[config.mk]
export PLATFORM = sky130hd
export DESIGN_NAME = lsu_addr_queue
export DESIGN_NICKNAME = d
export VERILOG_FILES = /design/src/rtl/lsu_addr_queue.sv
export SDC_FILE = /design/constraint.sdc
export NUM_CORES = 1
export LEC_CHECK = 0
export BUFFER_PORTS_ARGS = -buffer_cell sky130_fd_sc_hd__buf_2
export CAP_MARGIN = 20
export CORE_ASPECT_RATIO = 0.8
export CORE_MARGIN = 2
export CORE_UTILIZATION = 33
export DETAILED_ROUTE_END_ITERATION = 6
export SLEW_MARGIN = 20
export SYNTH_ARGS = -nofsm -noshare
export SYNTH_HDL_FRONTEND = slang
export SYNTH_SLANG_ARGS = --single-unit
[constraint.sdc]
create_clock -name clock -period 4.7 [get_ports clock]
set_input_delay 0.47 -clock clock [delete_from_list [all_inputs] [get_ports clock]]
set_output_delay 0.47 -clock clock [all_outputs]
set_load 0.02 [all_outputs]
[src/rtl/lsu_addr_queue.sv]
// Load/store address unit: computes base + immediate, queues the resulting
// CDB packets in a small FIFO and presents them one at a time to the CDB
// arbiter through a single output register.
module lsu_addr_queue #(
    parameter int DATA_W     = 16,
    parameter int IMM_W      = 4,
    parameter int ADDR_W     = 10,
    parameter int NUM_REGS   = 3,
    parameter int RSP_W      = 2,
    parameter int DEPTH      = 4,
    parameter int IMM_SIGNED = 0
) (
    input  logic                             clock,
    input  logic                             reset_n,
    input  logic                             in_valid,
    output logic                             in_ready,
    input  logic [DATA_W-1:0]                ry_data,
    input  logic [IMM_W-1:0]                 imm,
    input  logic [2:0]                       reg_dest,
    input  logic [2:0]                       ula_op,
    input  logic [RSP_W-1:0]                 rs_position,
    output logic                             cdb_req,
    input  logic                             cdb_grant,
    output logic [NUM_REGS+RSP_W+ADDR_W:0]   cdb_out,
    output logic [$clog2(DEPTH):0]           occupancy,
    output logic                             err_illegal
);

    localparam int PTR_W = $clog2(DEPTH);
    localparam int CNT_W = PTR_W + 1;
    localparam int PKT_W = NUM_REGS + RSP_W + 1 + ADDR_W;

    localparam logic [2:0] OP_LOAD  = 3'b010;
    localparam logic [2:0] OP_STORE = 3'b011;

    logic [DATA_W-1:0]   imm_ext;
    logic [DATA_W-1:0]   sum;
    logic [NUM_REGS-1:0] dest_oh;
    logic                is_load;
    logic                is_store;
    logic                legal;
    logic [PKT_W-1:0]    in_pkt;

    // Each entry carries a legality flag in its MSB so illegal requests can
    // be dropped at the head rather than rejected at the input.
    logic [PKT_W:0]      mem [DEPTH];
    logic [PKT_W:0]      head;
    logic [PTR_W-1:0]    wr_ptr;
    logic [PTR_W-1:0]    rd_ptr;
    logic [PKT_W-1:0]    out_reg;
    logic                push;
    logic                pop;

    // Address computation and packet formation for the incoming request
    always_comb begin
        imm_ext  = (IMM_SIGNED != 0) ? DATA_W'($signed(imm)) : DATA_W'(imm);
        sum      = ry_data + imm_ext;
        is_load  = (ula_op == OP_LOAD);
        is_store = (ula_op == OP_STORE);
        legal    = is_store || (is_load && (32'(reg_dest) < NUM_REGS));
        dest_oh  = '0;
        for (int k = 0; k < NUM_REGS; k++) begin
            if (is_load && (32'(reg_dest) == k)) begin
                dest_oh[NUM_REGS-1-k] = 1'b1;
            end
        end
        in_pkt   = {dest_oh, rs_position, 1'b0, sum[ADDR_W-1:0]};
    end

    // Handshake decode; a full queue never bypasses even when popping
    always_comb begin
        in_ready = (occupancy < CNT_W'(DEPTH));
        push     = in_valid && in_ready;
        pop      = (occupancy != '0) && (!cdb_req || cdb_grant);
        head     = mem[rd_ptr];
        cdb_out  = cdb_req ? out_reg : '1;
    end

    // Queue storage; stale contents are harmless because pointers reset
    always_ff @(posedge clock) begin
        if (push) begin
            mem[wr_ptr] <= {legal, in_pkt};
        end
    end

    // Pointers, occupancy, output register and error pulse
    always_ff @(posedge clock) begin
        if (!reset_n) begin
            wr_ptr      <= '0;
            rd_ptr      <= '0;
            occupancy   <= '0;
            cdb_req     <= 1'b0;
            out_reg     <= '1;
            err_illegal <= 1'b0;
        end else begin
            if (push) begin
                wr_ptr <= wr_ptr + PTR_W'(1);
            end
            if (pop) begin
                rd_ptr <= rd_ptr + PTR_W'(1);
            end
            case ({push, pop})
                2'b10:   occupancy <= occupancy + CNT_W'(1);
                2'b01:   occupancy <= occupancy - CNT_W'(1);
                default: occupancy <= occupancy;
            endcase
            err_illegal <= pop && !head[PKT_W];
            if (pop) begin
                cdb_req <= head[PKT_W];
                if (head[PKT_W]) begin
                    out_reg <= head[PKT_W-1:0];
                end
            end else if (cdb_grant) begin
                cdb_req <= 1'b0;
            end
        end
    end

endmodule

Yosys cells after proc, flatten, opt, wreduce, memory -nomap -nowiden. Memories as Yosys holds them, arrays and structs flattened. A register that Yosys moved wholly into a read port is not among the register bits. Index checks and enable logic that the tools add are counted.

Memories: 1. Output and inout bits: 22. Bits in read-only memories: 0. Bits in latches: 0. RAM bits: 64. Input bits: 32. Register bits after elaboration: 25. Logic and storage cells: 47.

Shift-type cells: 0. $add $sub $neg: 5. Equal/unequal tests: 6. Multiplexer cells: 11. Reductions and logical operators: 16. $mul: 0. Magnitude comparators: 2. Bitwise logic cells: 0. Div/mod/pow operators: 0.

Memory list: mem (depth 4, bits a word 16, read ports 1, clocked after Yosys merged registers in 1, wr ports 1, RTL line 46) `logic [PKT_W:0] mem [DEPTH];`.

Operators by type and width (count): 16-bit 2-to-1 mux (1); 10-bit by 4-bit adder with 10-bit output (1); 3-bit by 2-bit equality test with 1-bit output (second input constant) (3); 1-bit logical AND (7); 1-bit 2-to-1 mux (7); 3-bit one-hot mux with 2 select lines (1); 2-bit by 1-bit adder with 2-bit output (second input constant) (2); 2-bit 2-to-1 mux (2); 2-bit nonzero test (2); 3-bit by 1-bit adder with 3-bit output (second input constant) (1); 3-bit by 1-bit equality test with 1-bit output (second input constant) (1); 3-bit zero test (1); 3-bit by 2-bit < comparator with 1-bit output (second input constant) (1); 3-bit < comparator (second input constant) (1); 3-bit nonzero test (1); 3-bit by 1-bit subtractor with 3-bit output (second input constant) (1); 2-bit by 1-bit equality test with 1-bit output (second input constant) (1); 2-bit equality test (second input constant) (1); 1-bit zero test (2); 1-bit logical OR (2); 2-bit AND reduction (1).

Longest topological paths before layout.
Depth in word-level cells: 5. Depth in mapped cells: 9. Gate-level depth less buffers: 8.

Least setup slack after synthesis. No wires, ideal clock.

Path kind: register to register. From: register occupancy[2]. To: register occupancy[2]. Stages on the path, launching flop included: 9. Library setup time: 0.076 ns. Slack: 2.617 ns. Period minus slack after synthesis: 2.083 ns. Required time: 4.624 ns. Path buffers: 0. Arrival time: 2.008 ns. Path through: dfxtp_1 > or3_1 > and2_1 > ha_1 > inv_1 > fa_1 > xor2_1 > or3_1 > a21boi_0.

Longest elaborated chain between the ends: 4. Elaborated cells on any way between the ends: 10. Those cells by class: add/sub (2); order compare (1); eq/ne (2); mux (1); reduce/logical (4).

RTL lines: from (decl) (RTL line 25) `output logic [$clog2(DEPTH):0] occupancy,`; from (signal assigned) (RTL line 103) `2'b10: occupancy <= occupancy + CNT_W'(1);`; from (signal assigned) (RTL line 104) `2'b01: occupancy <= occupancy - CNT_W'(1);`; from (signal assigned) (RTL line 105) `default: occupancy <= occupancy;`; 3-bit nonzero test (*) (RTL line 74) `pop = (occupancy != '0) && (!cdb_req || cdb_grant);`; 1-bit logical AND (*) (RTL line 74); net pop (RTL line 52) `logic pop;`; 2-bit by 1-bit equality test with 1-bit output / 2-bit equality test (equally long branches) (RTL line 102) `case ({push, pop})`; 3-bit one-hot mux with 2 select lines / 2-bit nonzero test (equally long branches).

The timed path passes the listed nets; every way through them passes the cells marked *. A chain may end at the register's enable or synchronous reset.

Final worst setup path.
From: register cdb_req. To: register occupancy[2].

Longest elaborated chain between the ends: 5. Elaborated cells on any way between the ends: 7. Those cells by class: eq/ne (2); mux (1); reduce/logical (4).

RTL lines: from (decl) (RTL line 22) `output logic cdb_req,`; from (signal assigned) (RTL line 109) `cdb_req <= head[PKT_W];`; 1-bit zero test (*) (RTL line 74); 1-bit logical OR (*) (RTL line 74); 1-bit logical AND (*) (RTL line 74); net pop (RTL line 52); 2-bit by 1-bit equality test with 1-bit output / 2-bit equality test (equally long branches) (RTL line 102); 3-bit one-hot mux with 2 select lines / 2-bit nonzero test (equally long branches).

Marked as above.

==> metrics.md <==
| Metric | Value |
|---|---|
| Core ar. | 0.0110 mm2 |
| Clock Sink Count | 91 |
| Ys async rst share | 0% |
| Reg-to-Reg End | occupancy[2] |
| Die Height | 99.7 um |
| Die area | 0.0123 mm2 |
| Site Rows | 34 |
| Netlist cell types | 28 |
| Wire per inst | 14.0 um |
| Most used DFF post-synth | edfxtp_1 |
| Worst Hold Class | input port to flip-flop |
| Fin crit share | 47.5% |
| Hold path cells | 1 |
| Post-Layout Cell Count | 466 |
| Clock slew at reported path FFs | 0.06 ns |
| M1 GR Usage | 15.9% |
| Hold Path End | mem[2][10] |
| Total number of vias | 2111 |
| Crit-path max FO | 18 |
| Largest net degree at the start of global routing | 27 |
| Post_cts resized | 0 |
| Synth-to-Final Area Change | 17.3% |
| Gpl congestion | 0.703 |
| Grt total ovfl | 0 |
| Hold_buf cts | 0 |
| Finish-stage setup viols | 0 |
| Synth Instances | 269 |
| CP required | 4.96 ns |
| Slew Limit Fails | 0 |
| Initial antenna violation count | 0 |
| Setup TNS | 0 ns |
| Reg-to-Reg Start | cdb_req |
| Synth Register Bits | 91 |
| Fmax | 448 MHz |
| Final HPWL DP | 4440 um |
| Initial Util | 34.3% |
| Residual DRC count | 0 |
| ANT cells | 0 |
| VDD IR-drop max | 0.000230 V |
| Clock tree buffer depth | 2 |
| Synth area leader | edfxtp_1 |
| Slew Limit Headroom | 44.0% |
| Tightest Pin Transition | 0.841 ns |
| Vias in the first global route | 2043 |
| Final Skew | 0.00675 ns |
| Status | finished, final reports clean |
| R2R setup slack | 2.47 ns |
| GR Layer Usage met2 | 16.6% |
| CTS tree | built |
| Router iterations before antenna repair | 4 |
| Clk Latency, worst-skew pair | 0.33 ns |
| First-pass GRT wire length | 10400 um |
| CP endpoint kind | flip-flop |
| Max-cap viol count | 0 |
| Max reg flops | 64 |
| Synthesized area per cell | 14.1 um2 |
| Fin. Hold Viols | 0 |
| GRT busiest layer | met2 |
| Post-synth top area share | 50.8% |
| Pleak | 1.62 nW |
| Syn. warnings | 0 |
| Layout cells sized above 1 | 24.5% |
| Power Dens Cells | 559 mW/mm2 |
| Layout Nets | 360 |
| Die X | 124 um |
| Placement Cell Area | 0.00414 mm2 |
| M3 GR Usage | 3.33% |
| I/O pin total | 54 |
| CP Launch Type | flip-flop |
| CP Data Arrival Time | 2.50 ns |
| Sequential share of the synthesized area | 65.1% |
| Main area contributors after synthesis | edfxtp_1 (51%), dfxtp_1 (14%), mux4_2 (9.5%) |
| CTS buffer count | 9 |
| Mapped Nets | 312 |
| Post-Syn Area | 0.00378 mm2 |
| Launch point of the worst hold path | rs_position[0] |
| Post-synth EDFFs | 64 |
| Final antenna-violating net count | 0 |
| Final WL | 6500 um |
| Number of port buffers | 47 |
| Fillers | 1032 |
| Worst setup path category | flip-flop to flip-flop |
| Postcts setup bufs | 0 |
| Crit path time final | 2.23 ns |
| Via/cell ratio | 4.53 |
| Initial DRC count | 208 |
| Final Instance Area | 0.00444 mm2 |
| CTS H-tree depth | 3 |
| Dpl cells | 450 |
| Total GRT Usage | 11.4% |
| Reg2reg path depth | 8 |
| Unrepaired setup endpoints after global routing | false |
| Root buf cell | clkbuf_16 |
cell families (layout without fill, tap and decap cells):
kind of cell | Yosys count | in the layout | synth area share [%]
buf+inv | 23 | 76 | 2.85
fa+ha+maj | 11 | 11 | 4.04
xor+xnor | 13 | 13 | 3.01
flops | 91 | 91 | 65.1
simple gates | 101 | 101 | 13.3
mux | 16 | 16 | 9.53
compound gates | 14 | 14 | 2.12
synthesized netlist by cell type, types with 3 or more instances:
master,instances
xor2_1,5
mux4_2,16
nor2b_1,3
xnor2_1,8
nand3_1,17
a21oi_1,5
nand2b_1,18
nor2_1,4
and2_1,11
o21ai_0,5
dfxtp_1,27
edfxtp_1,64
ha_1,9
inv_1,12
or3_1,3
nand2_1,39
clkbuf_1,6
critical path: stages (launching register included):
cell      delay (ns)
dfxtp_1         0.48
nand2b_1        0.24
and2_1          0.21
ha_1            0.20
inv_1           0.06
fa_1            0.37
xor2_1          0.16
or3_1           0.30
a21boi_0        0.16
layout make-up:
| class | count | area (um2) | share of cell area [%] |
|---|---|---|---|
| timing repair buffer | 48 | 243 | 5.47 |
| tap | 144 | 180 | 4.06 |
| multi-input combinational | 155 | 1210 | 27.3 |
| sequential | 91 | 2460 | 55.5 |
| inverter | 12 | 45.0 | 1.02 |
| clock inverter | 7 | 68.8 | 1.55 |
| clock buffer | 9 | 225 | 5.08 |
layout by cell type, fill, tap and decap left out, types with 8 or more instances in the layout:
master     count
nand3_1       17
ha_1           9
xnor2_1        8
nand2b_1      18
buf_2         47
edfxtp_1      64
clkbuf_16      9
mux4_2        16
nand2_1       39
and2_1        11
dfxtp_1       27
inv_1         12
worst max-delay path by stage:
stage	from	end	slack, ns	depth (start not counted)
6_report	cdb_req	occupancy[2]	2.47	8
5_1_grt	cdb_req	occupancy[2]	2.24	8
4_1_cts	cdb_req	occupancy[2]	2.43	8
3_5_place_dp	cdb_req	occupancy[2]	2.46	8
3_3_place_gp	cdb_grant	occupancy[2]	2.48	9
2_1_floorplan	occupancy[2]	occupancy[2]	2.62	8
per-stage QoR:
step / setup WS, ns / power, mW / hold slack (ns) / utilization, %
3_5_place_dp: 2.46 / 1.82 / 0.432 / 37.6
4_1_cts: 2.43 / 2.52 / 0.347 / 40.3
2_1_floorplan: 2.62 / 1.66 / 0.415 / -
6_report: 2.47 / 2.48 / 0.362 / 40.3
5_1_grt: 2.24 / 2.64 / 0.349 / 40.3
3_3_place_gp: 2.48 / 1.81 / 0.426 / 37.6
per-layer routing:
metal	vias to the layer above	part of all wire [%]
met5	-	0
met4	0	1.8
met3	10	5.4
met2	51	46
met1	1002	47
li1	1048	-
power by group:
group / switching [mW] / internal (mW) / total [mW] / leakage [nW]
registers: 0.0897 / 1.04 / 1.13 / 0.815
logic: 0.365 / 0.297 / 0.662 / 0.666
clock network: 0.281 / 0.409 / 0.690 / 0.139
(Power assumes the default switching activity.)
